<file path="config.mk">
export PLATFORM = sky130hd
export DESIGN_NAME = mult_share_arbiter
export DESIGN_NICKNAME = d
export VERILOG_FILES = /design/src/rtl/mult_arb_pkg.sv /design/src/rtl/rr_pick2.sv /design/src/rtl/mult_share_arbiter.sv
export SDC_FILE = /design/constraint.sdc
export NUM_CORES = 1
export LEC_CHECK = 0
export BUFFER_PORTS_ARGS = -buffer_cell sky130_fd_sc_hd__buf_2
export CORE_UTILIZATION = 39
export DETAILED_ROUTE_END_ITERATION = 6
export MAX_ROUTING_LAYER = met4
export SETUP_SLACK_MARGIN = 0.3
export SLEW_MARGIN = 40
export SYNTH_ARGS = -nofsm -noshare
export SYNTH_HDL_FRONTEND = slang
export SYNTH_SLANG_ARGS = --single-unit
</file>
<file path="constraint.sdc">
create_clock -name clk -period 1.97 [get_ports clk]
set_clock_uncertainty 0.05 [all_clocks]
set_input_delay 0.197 -clock clk [delete_from_list [all_inputs] [get_ports clk]]
set_output_delay 0.197 -clock clk [all_outputs]
set_load 0.03 [all_outputs]
</file>
<file path="src/rtl/mult_arb_pkg.sv">
// rtl/mult_arb_pkg.sv - shared encodings and defaults for the multiplier share arbiter
package mult_arb_pkg;

   typedef enum logic [2:0] {
      ST_IDLE  = 3'd0,
      ST_ISSUE = 3'd1,
      ST_BLANK = 3'd2,
      ST_WAIT  = 3'd3,
      ST_RESP  = 3'd4
   } state_t;

   localparam logic REQ0 = 1'b0;
   localparam logic REQ1 = 1'b1;

   localparam int WIDTH_DEFAULT   = 3;
   localparam int TIMEOUT_DEFAULT = 16;
   localparam int CW_DEFAULT      = 5;

   function automatic logic [1:0] idx_onehot(input logic idx);
      return idx ? 2'b10 : 2'b01;
   endfunction

endpackage

</file>
<file path="src/rtl/rr_pick2.sv">
// rtl/rr_pick2.sv - combinational two-way round-robin picker
module rr_pick2
   import mult_arb_pkg::*;
(
   input  logic [1:0] req,
   input  logic       last,
   output logic       gnt_valid,
   output logic       gnt_idx
);

   // Under contention the requester that was not served last wins.
   always_comb begin
      gnt_valid = |req;
      if (req == 2'b11)
         gnt_idx = ~last;
      else if (req[REQ1])
         gnt_idx = REQ1;
      else
         gnt_idx = REQ0;
   end

endmodule

</file>
<file path="src/rtl/mult_share_arbiter.sv">
// rtl/mult_share_arbiter.sv - shares one start/done multiplier core between two requesters
module mult_share_arbiter
   import mult_arb_pkg::*;
#(
   parameter int WIDTH   = WIDTH_DEFAULT,
   parameter int TIMEOUT = TIMEOUT_DEFAULT,
   parameter int CW      = CW_DEFAULT
)(
   input  logic                 clk,
   input  logic                 reset,
   input  logic [1:0]           req,
   input  logic [WIDTH-1:0]     a0,
   input  logic [WIDTH-1:0]     b0,
   input  logic [WIDTH-1:0]     a1,
   input  logic [WIDTH-1:0]     b1,
   output logic [1:0]           ack,
   output logic [1:0]           rsp_valid,
   output logic [2*WIDTH-1:0]   rsp_product,
   output logic                 rsp_err,
   output logic                 busy,
   output logic [WIDTH-1:0]     mul_a,
   output logic [WIDTH-1:0]     mul_b,
   output logic                 mul_start,
   input  logic                 mul_done,
   input  logic [2*WIDTH-1:0]   mul_product
);

   state_t          state, state_next;
   logic            owner;
   logic            last;
   logic [CW-1:0]   cnt;
   logic            gnt_valid;
   logic            gnt_idx;
   logic            expired;

   rr_pick2 u_pick (
      .req       (req),
      .last      (last),
      .gnt_valid (gnt_valid),
      .gnt_idx   (gnt_idx)
   );

   assign expired = (cnt == CW'(TIMEOUT - 1));

   always_ff @(posedge clk or negedge reset) begin
      if (!reset)
         state <= ST_IDLE;
      else
         state <= state_next;
   end

   always_comb begin
      state_next = state;
      case (state)
         ST_IDLE:  if (gnt_valid) state_next = ST_ISSUE;
         ST_ISSUE: state_next = ST_BLANK;
         ST_BLANK: state_next = ST_WAIT;
         ST_WAIT:  if (mul_done || expired) state_next = ST_RESP;
         ST_RESP:  state_next = ST_IDLE;
         default:  state_next = ST_IDLE;
      endcase
   end

   // Outputs are registered on the transition into the state that presents them.
   always_ff @(posedge clk or negedge reset) begin
      if (!reset) begin
         owner       <= REQ0;
         last        <= REQ1;
         cnt         <= '0;
         ack         <= 2'b00;
         rsp_valid   <= 2'b00;
         rsp_product <= '0;
         rsp_err     <= 1'b0;
         busy        <= 1'b0;
         mul_a       <= '0;
         mul_b       <= '0;
         mul_start   <= 1'b0;
      end else begin
         ack       <= 2'b00;
         rsp_valid <= 2'b00;
         mul_start <= 1'b0;
         busy      <= (state_next != ST_IDLE);
         case (state)
            ST_IDLE: begin
               if (gnt_valid) begin
                  owner     <= gnt_idx;
                  mul_a     <= gnt_idx ? a1 : a0;
                  mul_b     <= gnt_idx ? b1 : b0;
                  mul_start <= 1'b1;
                  ack       <= idx_onehot(gnt_idx);
                  cnt       <= '0;
               end
            end
            ST_WAIT: begin
               cnt <= cnt + 1'b1;
               if (mul_done) begin
                  rsp_product <= mul_product;
                  rsp_err     <= 1'b0;
                  rsp_valid   <= idx_onehot(owner);
               end else if (expired) begin
                  rsp_product <= '0;
                  rsp_err     <= 1'b1;
                  rsp_valid   <= idx_onehot(owner);
               end
            end
            ST_RESP: begin
               last        <= owner;
               rsp_err     <= 1'b0;
               rsp_product <= '0;
            end
            default: ;
         endcase
      end
   end

endmodule

</file>
==> results of run 1 <==
logic make-up (layout without fill, tap and decap cells):
logic type,after synthesis,in the layout
AO/OA/AOI/OAI,35,35
AND/OR/NAND/NOR,33,33
flip-flops,29,29
buffers and inverters,10,58
multiplexers,4,4
adder cells (fa/ha/maj),2,2
XOR/XNOR,1,1
area by class of cell:
cell class	count	area, sq um	area share (%)
multi-input cells	75	533	32.7
flip-flops and latches	29	727	44.6
clock inverters	2	10.0	0.614
well taps	44	55.1	3.38
inverters	3	11.3	0.691
repair buffers	47	253	15.5
clock buffers	6	41.3	2.53
flip-flops by register name, summed over array words and instances, names as in the netlist:
name,cells
cnt,5
mul_b,3
owner,1
rsp_valid,2
busy,1
rsp_err,1
last,1
mul_start,1
mul_a,3
state,3
ack,2
rsp_product,6
power groups by stage:
stage	sequential (mW)	clock [mW]	combinational [mW]
finish	1.04	0.335	1.20
global route	1.08	0.376	1.31
CTS	1.04	0.354	1.20
detailed placement	1.05	0	1.14
global placement	1.04	0	1.12
floorplan	1.29	0	0.615
worst max-delay path by stage:
| stage | from | endpoint | slack (ns) | cells past startpoint |
|---|---|---|---|---|
| finish | cnt[1] | rsp_product[1] | 0.34 | 6 |
| global route | cnt[1] | rsp_product[1] | 0.25 | 6 |
| CTS | state[1] | cnt[1] | 0.31 | 4 |
| detailed placement | cnt[0] | rsp_product[1] | 0.20 | 6 |
| global placement | cnt[0] | rsp_product[0] | 0.26 | 6 |
| floorplan | cnt[0] | rsp_product[0] | 0.32 | 6 |
critical path: stages (launching register included):
cell	delay, ns
dfrtp_1	0.39
ha_2	0.19
and3_4	0.18
ha_4	0.16
or2_4	0.26
a21oi_4	0.18
a22o_1	0.16
routing by layer:
metal / part of all wire [%] / vias to the layer above / GRT usage (%)
met1: 47 / 465 / 22.2
met5: 0 / - / -
met2: 43 / 46 / 25.5
met4: 2.3 / 0 / 9.18
li1: - / 506 / -
met3: 7.6 / 7 / 6.77
metrics by stage:
stage	hold slack, ns	util, %	instance area (sq um)	cells
4_1_cts	0.0113	52.7	1620	206
3_3_place_gp	0.202	49.1	1510	193
2_1_floorplan	-0.149	-	1290	114
3_5_place_dp	0.209	49.1	1510	193
6_report	0.0299	53.0	1630	206
5_1_grt	0.0221	53.0	1630	206
placed cells by master (no fill, tap or decap), drive strengths merged, types with 3 or more instances in the layout:
cell type,count
o21ai,13
nand3,5
clkbuf,6
nand2,11
a21oi,4
nor2,5
o211ai,4
buf,46
mux2i,3
inv,3
dfrtp,28
a22o,5
what timing repair did:
action                                  in CTS  in global routing
setup buffers                                4                  0
pin swaps                                    5                  5
endpoints found under the setup margin       7                 10
endpoints found under the hold margin       28                  0
hold buffers                                 1                  0
gates resized for setup                      4                  2
==> summary.md, run 1 <==
| Metric | Value |
|---|---|
| Synth Flop Type | `dfrtp_1` |
| Count leader, synth | `dfrtp_1` |
| Logic pwr share | `46.7%` |
| Mux contribution to synthesized area | `3.23%` |
| Number of synthesized flops with an enable pin | `0` |
| XOR/XNOR Fraction of Synth Area | `0.686%` |
| Relative slew slack | `57.8%` |
| PnR worst setup slack | `0.336 ns` |
| DRT Pass-1 Iters | `4` |
| # nets final | `186` |
| Largest area contributor in the synthesized netlist | `dfrtp_1` |
| Max Cap Viol | `0` |
| Tcrit/Tclk final | `83.0%` |
| Die H | `59.2 um` |
| Pint | `1.44 mW` |
| Final setup viols | `0` |
| Worst r2r src | `cnt[1]` |
| Async SR Flop Fraction | `100%` |
| Final total power | `2.58 mW` |
| Yosys warning count | `0` |
| Synth unique cells | `38` |
| Drt total wl | `2660 um` |
| Vias in the first global route | `963` |
| Worst Hold End | `rsp_product[2]` |
| Initial core utilization | `41.5%` |
| Clock slew at reported path FFs | `0.09 ns` |
| Placer Congestion | `0.753` |
| Worst-path maximum fanout | `5` |
| Die W | `59.2 um` |
| Seq pwr share | `40.3%` |
| Number of top-level pins | `42` |
| Adder-cell share of the synthesized area | `1.96%` |
| DP HPWL | `1900 um` |
| Global Route Usage Sum | `18.0%` |
| Residual DRC | `0` |
| Compound-Gate Fraction of Synth Area | `18.2%` |
| Final min period | `1.63 ns` |
| Leakage | `0.803 nW` |
| Initial DRC count | `18` |
| Fmax achieved | `0.612 GHz` |
| Cell area power density | `1580 mW/mm^2` |
| Deepest clock path buffer count | `2` |
| Register area share after synthesis | `56.9%` |
| Sum of negative setup slack | `0 ns` |
| Worst setup SP type | `flip-flop` |
| Hold_sp | `mul_product[2]` |
| Max VDD drop | `0.715 mV` |
| Vias | `1024` |
| H-tree Lvls | `2` |
| Total gr overflow | `0` |
| Clock Tree Root | `clkbuf_4` |
| Wire per inst | `12.9 um` |
| WHS Path Cells | `2` |
| Largest family of logic cells by synthesized area | `compound AO/OA/AOI/OAI gates` |
| TritonCTS clock tree | `built` |
| Die Area | `0.00351 sq mm` |
| Worst Reg-to-Reg Cells | `6` |
| Largest net degree at the start of global routing | `30` |
| R2r endpoint | `rsp_product[1]` |
| Status | `finished, final reports clean` |
| Pre-CTS setup slack | `0.205 ns` |
| Synth Area per Inst | `11.2 sq um` |
| Worst path required time | `2.19 ns` |
| # diodes | `0` |
| Final Slew Violations | `0` |
| Clock sink total | `29` |
| Clock power frac | `13.0%` |
| RSZ-0062 raised after global routing | `yes` |
| Syn Nets | `139` |
| Critical path type | `reg -> reg` |
| Global-route wire length before repair | `4360 um` |
| Final Hold Viols | `0` |
| Post-synth top area share | `54.8%` |
| Total CTS buffers | `5` |
| Post-Syn Area | `0.00128 sq mm` |
| Synth top area cells | `dfrtp_1 (55%), a22o_1 (3.4%), nand2_1 (3.2%), o21ai_1 (2.7%), mux2i_1 (2.4%)` |
| FP Rows | `20` |
| Net Sw Frac | `44.0%` |
| Worst setup EP type | `flip-flop` |
| CP Data Arrival Time | `1.86 ns` |
| Synth-to-layout area growth | `27.6%` |
| Core area | `0.00308 sq mm` |
| Port Buffers | `41` |
| Vias per inst | `4.97` |
| Clock Latency Late Sink | `0.33 ns` |
| Initial antenna violation count | `0` |
| Psw | `1.13 mW` |
| Instance count of the mapped netlist | `114` |
| Simple-gate area share of the yosys netlist | `14.6%` |
| Min-delay worst type | `in -> reg` |
| Final ANT Viol Nets | `0` |
| Ratio of cells with drive above 1 in the final layout | `41.4%` |
| Commonest cells in the netlist | `dfrtp_1 (28), nand2_1 (11), o21ai_1 (7)` |
| #FFs+latches synth | `29` |
| # fillers | `276` |
| Worst-Margin Slew | `0.628 ns` |
| Flop-to-flop setup slack | `0.34 ns` |
Power figures use the tool's default switching activity.
==> run 2, diff against run 1 <==
PLACE_DENSITY = 0.67   (was not set)
clock period = 1.4 ns   (was 1.97 ns; I/O delays follow)
==> summary.md, run 2 (synthesis results as in run 1) <==
| Metric | Value |
|---|---|
| Wire per inst | `13.4 um (+4.1%)` |
| Max VDD drop | `1.12 mV (+57%)` |
| Worst setup EP type | `flip-flop` |
| Worst-Margin Slew | `0.622 ns (-0.00614 ns)` |
| Total gr overflow | `0 (unchanged)` |
| H-tree Lvls | `2 (unchanged)` |
| Final ANT Viol Nets | `0 (unchanged)` |
| Failing checks | `negative setup slack` |
| Ratio of cells with drive above 1 in the final layout | `53.4% (+12 points)` |
| Cell area power density | `2220 mW/mm^2 (+41%)` |
| # diodes | `0 (unchanged)` |
| Clock Tree Root | `clkbuf_4` |
| Core area | `0.00308 sq mm (unchanged)` |
| Clock slew at reported path FFs | `0.08 ns (about the same)` |
| Flop-to-flop setup slack | `-0.20 ns (-0.54 ns)` |
| DRT Pass-1 Iters | `4 (unchanged)` |
| Commonest non-fill, non-tap cell in the layout | `buf_2` |
| Critical path type | `reg -> reg` |
| Leakage | `0.985 nW (+23%)` |
| Vias | `1175 (+15%)` |
| # nets final | `215 (+16%)` |
| Worst-path maximum fanout | `5 (unchanged)` |
| Final min period | `1.60 ns (-0.0346 ns)` |
| Clock sink total | `29 (unchanged)` |
| Residual DRC | `0 (unchanged)` |
| Deepest clock path buffer count | `2 (unchanged)` |
| Initial antenna violation count | `0 (unchanged)` |
| Final setup viols | `15 (+15)` |
| FP Rows | `20 (unchanged)` |
| Worst Hold End | `mul_a[1]` |
| Relative slew slack | `58.5% (+0.79 points)` |
| Hold WS | `0.0130 ns (-0.0170 ns)` |
| Die H | `59.2 um (unchanged)` |
| Vias per inst | `5.00 (+0.59%)` |
| Synth-to-layout area growth | `61.2%` |
| Worst path required time | `1.62 ns (-0.57 ns)` |
| Placer Congestion | `0.728 (-3.3%)` |
| Hold_sp | `a1[1]` |
| PnR worst setup slack | `-0.200 ns (-0.535 ns)` |
| Worst r2r src | `cnt[0]` |
| Clock Latency Late Sink | `0.33 ns (about the same)` |
| Die W | `59.2 um (unchanged)` |
| Port Buffers | `41 (unchanged)` |
| Worst Reg-to-Reg Cells | `6 (unchanged)` |
| Drt total wl | `3160 um (+19%)` |
| Global-route wire length before repair | `4940 um (+13%)` |
| CP Data Arrival Time | `1.82 ns (-0.04 ns)` |
| Top Registers | `rsp_product (6), cnt (5)` |
| Largest net degree at the start of global routing | `30 (unchanged)` |
| Status | `finished, violations left` |
| Die Area | `0.00351 sq mm (unchanged)` |
| Number of top-level pins | `42 (unchanged)` |
| Min-delay worst type | `in -> reg` |
| Initial core utilization | `41.5% (unchanged)` |
| Tcrit/Tclk final | `114% (+31 points)` |
| Worst setup SP type | `flip-flop` |
| RSZ-0062 raised after global routing | `yes` |
| R2r endpoint | `rsp_product[1]` |
| Total CTS buffers | `5 (unchanged)` |
| DP HPWL | `2030 um (+7.0%)` |
| WHS Path Cells | `3 (+1)` |
| Util after Layout | `66.9% (+14 points)` |
| TritonCTS clock tree | `built` |
| Sum of negative setup slack | `-1.83 ns (-1.83 ns)` |
| Initial DRC count | `27 (+9)` |
| Number of flip-flops under the largest register name | `6 (unchanged)` |
| Vias in the first global route | `1152 (+20%)` |
| Final Hold Viols | `0 (unchanged)` |
| Global Route Usage Sum | `20.2% (+2.2 points)` |
| Largest Register | `rsp_product` |
| Max Cap Viol | `0 (unchanged)` |
| Fmax achieved | `0.625 GHz (+2.2%)` |
| Most frequent cells in the layout | `buf_2 (28), dfrtp_1 (27), buf_4 (21)` |
| Final Slew Violations | `0 (unchanged)` |
[run 2: cell type report]
type,count,area (sq um)
fillers,251,1020
flip-flops and latches,29,728
multi-input cells,75,614
repair buffers,76,602
well taps,44,55.1
clock buffers,8,48.8
inverters,3,11.3
[run 2: timing repair]
item,4_1_cts,5_1_grt
buffers inserted,6,5
endpoints found under the hold margin,34,0
hold buffers,7,0
resized for setup,21,42
pin swaps,19,3
endpoints found under the setup margin,29,42
[run 2: power by group]
group,total (mW),switching [mW],internal (mW)
combinational,2.65,1.34,1.31
sequential,1.47,0.265,1.20
clock,0.467,0.268,0.199
[run 2: metrics by stage]
step | power, mW | cell area (sq um) | instances | setup WS, ns
floorplan | 2.77 | 1330 | 114 | -0.167
global placement | 3.36 | 1680 | 209 | -0.182
detailed placement | 3.43 | 1680 | 209 | -0.227
CTS | 4.23 | 1910 | 230 | -0.213
global route | 4.87 | 2060 | 235 | -0.268
finish | 4.58 | 2060 | 235 | -0.200
[run 2: worst max-delay path by stage]
stage | startpoint | end | slack [ns]
2_1_floorplan | cnt[0] | rsp_product[0] | -0.17
3_3_place_gp | cnt[1] | rsp_product[3] | -0.18
3_5_place_dp | cnt[1] | rsp_product[4] | -0.23
4_1_cts | cnt[0] | rsp_product[4] | -0.21
5_1_grt | cnt[0] | rsp_product[0] | -0.27
6_report | cnt[0] | rsp_product[1] | -0.20
[run 2: critical path: stages (launching register included)]
cell and delay, ns:
dfrtp_1 0.40, ha_2 0.20, and3_4 0.15, ha_4 0.15, or2_4 0.25, a21oi_4 0.17
a22o_1 0.17
[run 2: metal layers]
layer  share of wire, %  GRT usage [%]
met1                 39           21.5
met2                 54           34.3
met3                4.9           7.21
met4                1.5           7.14
met5                  0              -
